### config.mk
export PLATFORM = sky130hd
export DESIGN_NAME = reset_conditioner
export DESIGN_NICKNAME = d
export VERILOG_FILES = /design/src/rtl/reset_conditioner.sv
export SDC_FILE = /design/constraint.sdc
export NUM_CORES = 1
export LEC_CHECK = 0
export CAP_MARGIN = 20
export CORE_MARGIN = 1.5
export CORE_UTILIZATION = 50
export CTS_BUF_LIST = sky130_fd_sc_hd__clkbuf_4
export CTS_CLUSTER_SIZE = 12
export DETAILED_ROUTE_END_ITERATION = 10
export PLACE_DENSITY = 0.75
export REMOVE_ABC_BUFFERS = 1
export SYNTH_ARGS = -nofsm -noshare
export SYNTH_HDL_FRONTEND = slang
export SYNTH_SLANG_ARGS = --single-unit
### constraint.sdc
create_clock -name clk -period 2.27 [get_ports clk]
set_input_delay 0.454 -clock clk [delete_from_list [all_inputs] [get_ports clk]]
set_output_delay 0.454 -clock clk [all_outputs]
set_load 0.05 [all_outputs]
### src/rtl/reset_conditioner.sv
// Reset conditioner: debounces a push-button, stretches reset after the cause clears,
// then releases NUM_OUT active-low reset channels one after another.
module reset_conditioner #(
    parameter int SYNC_STAGES     = 2,
    parameter int DEBOUNCE_CYCLES = 1000000,
    parameter int STRETCH_CYCLES  = 16,
    parameter int NUM_OUT         = 4,
    parameter int RELEASE_GAP     = 8,
    parameter int CNT_W           = 8
) (
    input  logic               clk,
    input  logic               rstn,
    input  logic               i_btn_n,
    input  logic               i_soft_rst,
    output logic [NUM_OUT-1:0] o_rstn,
    output logic               o_busy,
    output logic [1:0]         o_cause,
    output logic [CNT_W-1:0]   o_count
);

    localparam int DB_W    = (DEBOUNCE_CYCLES < 2) ? 1 : $clog2(DEBOUNCE_CYCLES);
    localparam int ST_W    = (STRETCH_CYCLES < 2) ? 1 : $clog2(STRETCH_CYCLES);
    localparam int RL_SPAN = (NUM_OUT - 1) * RELEASE_GAP;
    localparam int RL_W    = (RL_SPAN < 2) ? 1 : $clog2(RL_SPAN + 1);

    localparam logic [DB_W-1:0] DB_LAST     = DB_W'(DEBOUNCE_CYCLES - 1);
    localparam logic [ST_W-1:0] ST_LAST     = ST_W'(STRETCH_CYCLES - 1);
    localparam logic [RL_W-1:0] RL_PRE_LAST = RL_W'(RL_SPAN - 1);

    localparam logic [1:0] CAUSE_BUTTON = 2'b01;
    localparam logic [1:0] CAUSE_SOFT   = 2'b10;

    typedef enum logic [1:0] {
        ST_HOLD    = 2'd0,
        ST_STRETCH = 2'd1,
        ST_RELEASE = 2'd2,
        ST_RUN     = 2'd3
    } state_t;

    state_t             state_q, state_d;
    logic [SYNC_STAGES-1:0] sync_q, sync_d;
    logic               level_q, level_d;   // debounced button, 1 = released
    logic [DB_W-1:0]    db_cnt_q, db_cnt_d;
    logic [ST_W-1:0]    st_cnt_q, st_cnt_d;
    logic [RL_W-1:0]    rl_cnt_q, rl_cnt_d;
    logic [NUM_OUT-1:0] rstn_q, rstn_d;
    logic               busy_q, busy_d;
    logic [1:0]         cause_q, cause_d;
    logic [CNT_W-1:0]   count_q, count_d;
    logic [NUM_OUT-1:0] rel_mask;
    logic               btn_sync;
    logic               event_hit;

    assign btn_sync = sync_q[SYNC_STAGES-1];
    assign sync_d   = {sync_q[SYNC_STAGES-2:0], i_btn_n};

    always_comb begin
        level_d  = level_q;
        db_cnt_d = '0;
        if (btn_sync != level_q) begin
            if (db_cnt_q == DB_LAST) begin
                level_d = btn_sync;
            end else begin
                db_cnt_d = db_cnt_q + 1'b1;
            end
        end
    end

    always_comb begin
        state_d   = state_q;
        st_cnt_d  = st_cnt_q;
        rl_cnt_d  = rl_cnt_q;
        cause_d   = cause_q;
        count_d   = count_q;
        event_hit = 1'b0;
        case (state_q)
            ST_HOLD: begin
                if (level_q) begin
                    state_d  = ST_STRETCH;
                    st_cnt_d = '0;
                end
            end
            ST_STRETCH: begin
                if (st_cnt_q == ST_LAST) begin
                    rl_cnt_d = '0;
                    state_d  = (NUM_OUT == 1) ? ST_RUN : ST_RELEASE;
                end else begin
                    st_cnt_d = st_cnt_q + 1'b1;
                end
            end
            ST_RELEASE: begin
                rl_cnt_d = rl_cnt_q + 1'b1;
                if (rl_cnt_q == RL_PRE_LAST) begin
                    state_d = ST_RUN;
                end
            end
            default: begin
            end
        endcase
        // A held press parks the FSM in HOLD, so the level test only fires once per press.
        if (state_q != ST_HOLD) begin
            if (!level_q) begin
                state_d   = ST_HOLD;
                cause_d   = CAUSE_BUTTON;
                event_hit = 1'b1;
            end else if (i_soft_rst) begin
                state_d   = ST_STRETCH;
                st_cnt_d  = '0;
                cause_d   = CAUSE_SOFT;
                event_hit = 1'b1;
            end
        end
        if (event_hit && (count_q != {CNT_W{1'b1}})) begin
            count_d = count_q + 1'b1;
        end
    end

    generate
        for (genvar gi = 0; gi < NUM_OUT; gi++) begin : g_rel
            if (gi == 0) begin : g_first
                assign rel_mask[gi] = 1'b1;
            end else begin : g_rest
                assign rel_mask[gi] = (rl_cnt_d >= RL_W'(gi * RELEASE_GAP));
            end
        end
    endgenerate

    always_comb begin
        rstn_d = '0;
        if (state_d == ST_RUN) begin
            rstn_d = '1;
        end else if (state_d == ST_RELEASE) begin
            rstn_d = rel_mask;
        end
        busy_d = (state_d != ST_RUN);
    end

    always_ff @(posedge clk or negedge rstn) begin
        if (!rstn) begin
            state_q  <= ST_HOLD;
            sync_q   <= '1;
            level_q  <= 1'b1;
            db_cnt_q <= '0;
            st_cnt_q <= '0;
            rl_cnt_q <= '0;
            rstn_q   <= '0;
            busy_q   <= 1'b1;
            cause_q  <= 2'b00;
            count_q  <= '0;
        end else begin
            state_q  <= state_d;
            sync_q   <= sync_d;
            level_q  <= level_d;
            db_cnt_q <= db_cnt_d;
            st_cnt_q <= st_cnt_d;
            rl_cnt_q <= rl_cnt_d;
            rstn_q   <= rstn_d;
            busy_q   <= busy_d;
            cause_q  <= cause_d;
            count_q  <= count_d;
        end
    end

    assign o_rstn  = rstn_q;
    assign o_busy  = busy_q;
    assign o_cause = cause_q;
    assign o_count = count_q;

endmodule

==> results of run 1 <==
-- state kept, by name, indices dropped and copies added (netlist names), named ones only --
register / flops
st_cnt_q: 4
o_count: 8
o_rstn: 4
o_cause: 2
sync_q: 2
rl_cnt_q: 2
level_q: 1
state_q: 2
o_busy: 1
db_cnt_q: 20
-- layout make-up --
class | instances | area share [%]
tap | 67 | 2.96
inverter | 12 | 1.59
multi-input combinational | 171 | 41.5
clock buffer | 6 | 1.59
sequential | 49 | 43.5
timing repair buffer | 23 | 7.52
clock inverter | 2 | 1.37
-- per-layer routing --
metal	share of wire [%]	vias up	GRT usage (%)
met5	0	-	0
met4	2.0	0	9.47
met3	3.1	5	3.16
met2	46	42	28.8
met1	48	865	24.9
li1	-	896	-
-- how the worst max path moves through the flow --
stage	from	endpoint	slack (ns)	cells past startpoint
2_1_floorplan	o_count[0]	o_count[5]	0.11	5
3_3_place_gp	i_soft_rst	o_count[7]	0.26	6
3_5_place_dp	i_soft_rst	o_count[7]	0.22	6
4_1_cts	o_busy	o_busy	0.08	1
5_1_grt	o_busy	o_busy	0.06	1
6_report	o_busy	o_busy	0.11	1
-- power by group through the flow --
| stage | Combinational [mW] | Clock, mW | Sequential (mW) |
|---|---|---|---|
| floorplan | 0.0131 | 0 | 0.902 |
| global placement | 0.0424 | 0 | 0.903 |
| detailed placement | 0.0422 | 0 | 0.903 |
| CTS | 0.0425 | 0.542 | 0.887 |
| global route | 0.0475 | 0.566 | 0.889 |
| finish | 0.0400 | 0.520 | 0.887 |
-- cell usage in the layout, fill, tap and decap left out, types with 5 or more instances in the layout --
cell             instances
dfrtp_1                 45
nor2_1                  27
xnor2_1                 17
clkdlybuf4s50_1         17
nand3_1                 16
inv_1                   12
nand2_1                 10
a21oi_1                 10
ha_1                     8
nor3_1                   7
o21ai_0                  6
clkbuf_4                 6
xor2_1                   5
buf_4                    5
-- cell families after synthesis --
kind of cell | share of synthesized area [%]
buffers and inverters | 2.88
flip-flops | 49.7
AO/OA/AOI/OAI | 10.2
adder cells (fa/ha/maj) | 4.04
XOR/XNOR | 7.78
multiplexers | 2.17
AND/OR/NAND/NOR | 23.2
-- per-stage QoR --
| step | total power, mW | std cells |
|---|---|---|
| 5_1_grt | 1.50 | 330 |
| 2_1_floorplan | 0.916 | 232 |
| 3_3_place_gp | 0.945 | 322 |
| 6_report | 1.45 | 330 |
| 4_1_cts | 1.47 | 330 |
| 3_5_place_dp | 0.945 | 322 |
==> results.ini, run 1 <==
[status]
outcome = complete, no violations

[sta]
rsz0062_at_grt = false
max_freq_ghz = 0.463
hold_viol = 0
slew_violations = 0
period_minus_slack_ns = 2.16
hold_ws_ns = 0.142
slew-limit-headroom_pct = 60.4
worst_pin_slew_ns = 0.593
setup_viol = 0
final.period_utilization_pct = 95.2
setup_slack_ns = 0.108
tns_ns = 0
finClkSkew_ns = 0.0213

[worst_setup_path]
critPathKind = reg -> out
cp.arrival_ns = 1.71
r2r_start = db_cnt_q[0]
start_kind = flop
max_stage_delay_ns = 0.79
critPathTopFamily = buffers and inverters
cp_slowest_cell = clkdlybuf4s50_1
reg2reg_to = db_cnt_q[18]
crit_fanout = 1
cp.required_ns = 1.82
cp-end-kind = output port
worst_r2r_path_depth = 5
r2r_slack_ns = 0.36
cp_cell_sequence = clkdlybuf4s50_1
cp_num_buf_inv = 1

[clock_tree]
cts.path.max_buffers = 2
cts-root-buf = clkbuf_4
cts.sinks = 49
postCtsHoldBufs = 0
cts_max_level = 2
tritoncts = built
post_cts.repair.setup_buffers = 0
cts_resized = 0
clk-insertion-delay-late_ns = 0.38
clk_pin_slew_ns = 0.15
numCtsBuffers = 5

[global_routing]
antenna_found_initial = 0
grt_pass1_wl_mm = 7.60
grt-ovfl-total = 0
grt_usage_pct = 18.5
grt_max_degree = 50
grt_pass1_vias = 1720

[synthesis]
synth_cells = 237
synth_cell_types = 48
synth_edf_count = 0
yosysSeqAreaShare_pct = 49.7
synth_top_area_cell = dfrtp_1
avgSynthCellArea_sq_um = 10.4
synth_warnings = 0
synthArstFlopShare_pct = 100
ys_ff_latch = 49
synth.top_cells.by_count = dfrtp_1, nor2_1, xnor2_1
synth.most_common_cell = dfrtp_1
synth_ff_type = dfrtp_1
synth_area_sq_mm = 0.00248
synth_top_area_share_pct = 45.5
synth_area_leaders = dfrtp_1, xnor2_1, dfstp_2, nor2_1, ha_1

[cells_and_area]
syn_to_final_growth_pct = 14.3
fillers = 427
postLayoutCoreUtil_pct = 59.5
diodes = 0
layout-drive-gt1-share_pct = 11.4
seqCellArea_sq_mm = 0.00123
multi_input_area_sq_mm = 0.00117
final_area_sq_mm = 0.00283
layout.nets = 274

[route]
wirelength_mm = 4.42
drtAntennaViolNets = 0
vias = 1808
dr.pass1.iters = 4
vias_per_cell = 5.48
drc = 0
wl_per_cell_microns = 13.4
dr.first_iter.drc_count = 111

[floorplan]
initial_utilization_pct = 52.1
ios = 19
fp.dieW_microns = 73.4
core_area_sq_mm = 0.00475
die-area_sq_mm = 0.00538
fp-row-count = 25
die_h_microns = 73.4

[place]
placed_cell_area_sq_mm = 0.00275
place_hpwl_mm = 3.11
gp_congestion = 0.820
portBuffers = 18
post-place-ws_ns = 0.221

[hold_path]
min_path_type = in -> async

[power_and_ir_drop]
ir_drop_mv = 0.412
leakagePower_nw = 1.19
comb_power_share_pct = 2.8
p_sw_mw = 0.308
p_sw_share_pct = 21.2
seq_power_share_pct = 61.3
intPower_mw = 1.14
powerDensity_mw_per_mm2 = 511
power.share.clock_pct = 35.9

[job]
drv_cap = 0

Power figures use the tool's default switching activity.
==> run 2: changes to the inputs <==
--- a/config.mk
+++ b/config.mk
@@ -11,8 +11,9 @@
 export CTS_BUF_LIST = sky130_fd_sc_hd__clkbuf_4
 export CTS_CLUSTER_SIZE = 12
 export DETAILED_ROUTE_END_ITERATION = 10
-export PLACE_DENSITY = 0.75
+export PLACE_DENSITY = 0.78
 export REMOVE_ABC_BUFFERS = 1
+export SLEW_MARGIN = 20
 export SYNTH_ARGS = -nofsm -noshare
 export SYNTH_HDL_FRONTEND = slang
 export SYNTH_SLANG_ARGS = --single-unit
==> constraint.sdc (replaced) <==
create_clock -name clk -period 1.8 [get_ports clk]
set_input_delay 0.36 -clock clk [delete_from_list [all_inputs] [get_ports clk]]
set_output_delay 0.36 -clock clk [all_outputs]
set_load 0.05 [all_outputs]
==> results.ini, run 2 (synthesis results as in run 1) <==
[status]
outcome = complete, no violations  ; unchanged

[cells_and_area]
layout.nets = 297  ; was 274
final_area_sq_mm = 0.00303  ; was 0.00283 sq mm
diodes = 0  ; unchanged
mostFrequentLayoutCell = dfrtp_1  ; unchanged
stdcell_count = 353  ; was 330
postLayoutCoreUtil_pct = 63.8  ; was 59.5%
final_cell_mix = dfrtp_1, buf_4, nor2_1, xnor2_1, nand3_1  ; was dfrtp_1, nor2_1, xnor2_1, clkdlybuf4s50_1, nand3_1
largest_reg_flops = 20  ; unchanged
top_register = db_cnt_q  ; unchanged
layout-drive-gt1-share_pct = 28.7  ; was 11.4%
syn_to_final_growth_pct = 22.4  ; was 14.3%

[global_routing]
grt_pass1_vias = 1826  ; was 1720
grt_pass1_wl_mm = 7.88  ; was 7.60 mm
antenna_found_initial = 0  ; unchanged
grt_usage_pct = 18.9  ; was 18.5%
grt_max_degree = 50  ; unchanged
grt-ovfl-total = 0  ; unchanged

[sta]
hold_viol = 0  ; unchanged
worst_pin_slew_ns = 0.331  ; was 0.593 ns
final.period_utilization_pct = 98.2
rsz0062_at_grt = true  ; was false
finClkSkew_ns = 0.0224  ; was 0.0213 ns
setup_slack_ns = 0.0333  ; was 0.108 ns
max_freq_ghz = 0.566
tns_ns = 0  ; unchanged
slew_violations = 0  ; unchanged
setup_viol = 0  ; unchanged
period_minus_slack_ns = 1.77
slew-limit-headroom_pct = 77.3  ; was 60.4%
hold_ws_ns = 0.380  ; was 0.142 ns

[route]
drc = 0  ; unchanged
wl_per_cell_microns = 13.6  ; was 13.4 microns
dr.first_iter.drc_count = 59  ; was 111
dr.pass1.iters = 4  ; unchanged
vias_per_cell = 5.38  ; was 5.48
drtAntennaViolNets = 0  ; unchanged
vias = 1898  ; was 1808
wirelength_mm = 4.79  ; was 4.42 mm

[clock_tree]
cts_max_level = 2  ; unchanged
numCtsBuffers = 5  ; unchanged
cts-root-buf = clkbuf_4  ; unchanged
tritoncts = built  ; unchanged
cts.sinks = 49  ; unchanged
clk-insertion-delay-late_ns = 0.38  ; about the same
clk_pin_slew_ns = 0.15  ; about the same
cts.path.max_buffers = 2  ; unchanged

[power_and_ir_drop]
power.share.clock_pct = 35.8  ; was 35.9%
leakagePower_nw = 1.33  ; was 1.19 nW
power_mw = 1.85  ; was 1.45 mW
intPower_mw = 1.43  ; was 1.14 mW
p_sw_share_pct = 22.4  ; was 21.2%
p_sw_mw = 0.413  ; was 0.308 mW
ir_drop_mv = 0.366  ; was 0.412 mV
comb_power_share_pct = 3.7  ; was 2.8%
seq_power_share_pct = 60.5  ; was 61.3%
powerDensity_mw_per_mm2 = 609  ; was 511 mW/mm^2

[floorplan]
ios = 19  ; unchanged
die-area_sq_mm = 0.00538  ; unchanged
core_area_sq_mm = 0.00475  ; unchanged
fp-row-count = 25  ; unchanged
fp.dieW_microns = 73.4  ; unchanged
initial_utilization_pct = 52.1  ; unchanged
die_h_microns = 73.4  ; unchanged

[worst_setup_path]
cp-end-kind = flop  ; was output port
critPathKind = reg -> reg  ; was reg -> out
cp.arrival_ns = 2.08  ; was 1.71 ns
crit_fanout = 5  ; was 1
start_kind = flop  ; unchanged
cp.required_ns = 2.11  ; was 1.82 ns

[place]
gp_congestion = 0.861  ; was 0.820
place_hpwl_mm = 3.25  ; was 3.11 mm
portBuffers = 18  ; unchanged
placed_cell_area_sq_mm = 0.00285  ; was 0.00275 sq mm
dp.cells = 339  ; was 322
post-place-ws_ns = -0.129  ; was 0.221 ns

[hold_path]
min_path_type = in -> reg  ; was in -> async

[job]
drv_cap = 0  ; unchanged

-- run 2: changes by cell type in the layout (fill, tap and decap cells not counted), sizes merged --
cell           previous run  this run
buf                       6        43
clkdlybuf4s50            17         2
clkbuf                    6         5
dlygate4sd3               0         1
inv                      12        13
-- run 2: path summary, 6_finish.rpt --
| kind | cells past startpoint | slack, ns | from | to |
|---|---|---|---|---|
| max in group asynchronous | 3 | 1.04 | rstn | sync_q[1] |
| min in group asynchronous | 3 | 0.47 | rstn | db_cnt_q[9] |
| min | 1 | 0.38 | i_btn_n | sync_q[0] |
| max reg2reg | 5 | 0.03 | db_cnt_q[1] | db_cnt_q[18] |
| min reg2reg | 0 | 0.39 | sync_q[0] | sync_q[1] |
| max | 5 | 0.03 | db_cnt_q[1] | db_cnt_q[18] |
-- run 2: timing repair --
item	in CTS	in global routing
pin swaps	0	5
endpoints found under the setup margin	3	13
gates cloned	0	0
hold buffers	1	0
resized for setup	1	15
hold endpoints to repair	45	0
setup buffers	1	4
-- run 2: power by group through the flow --
| stage | Sequential (mW) | Clock (mW) | Combinational [mW] |
|---|---|---|---|
| after global routing | 1.12 | 0.721 | 0.0778 |
| after global placement | 1.14 | 0 | 0.0650 |
| after CTS | 1.12 | 0.684 | 0.0687 |
| final | 1.12 | 0.661 | 0.0678 |
| after floorplan | 1.14 | 0 | 0.0166 |
| after detailed placement | 1.14 | 0 | 0.0671 |
-- run 2: routing by layer --
metal	vias to the layer above	share of wire, %	track usage [%]
met3	9	2.2	4.12
li1	939	-	-
met5	-	0	0
met1	926	46	24.0
met2	24	50	32.1
met4	0	1.8	6.17
-- run 2: critical path, cell delays in order (launching register included) --
cell and delay (ns):
dfrtp_1 0.40, ha_2 0.21, nand2_2 0.07, or3_4 0.42, or4_4 0.49, a21oi_2 0.13
-- run 2: cell type report --
class / instances / area, sq um
fill: 384 / 1720
tap: 67 / 83.8
inverter: 12 / 45.0
sequential: 49 / 1230
clock buffer: 5 / 37.5
timing repair buffer: 46 / 367
multi-input combinational: 171 / 1220
clock inverter: 3 / 43.8
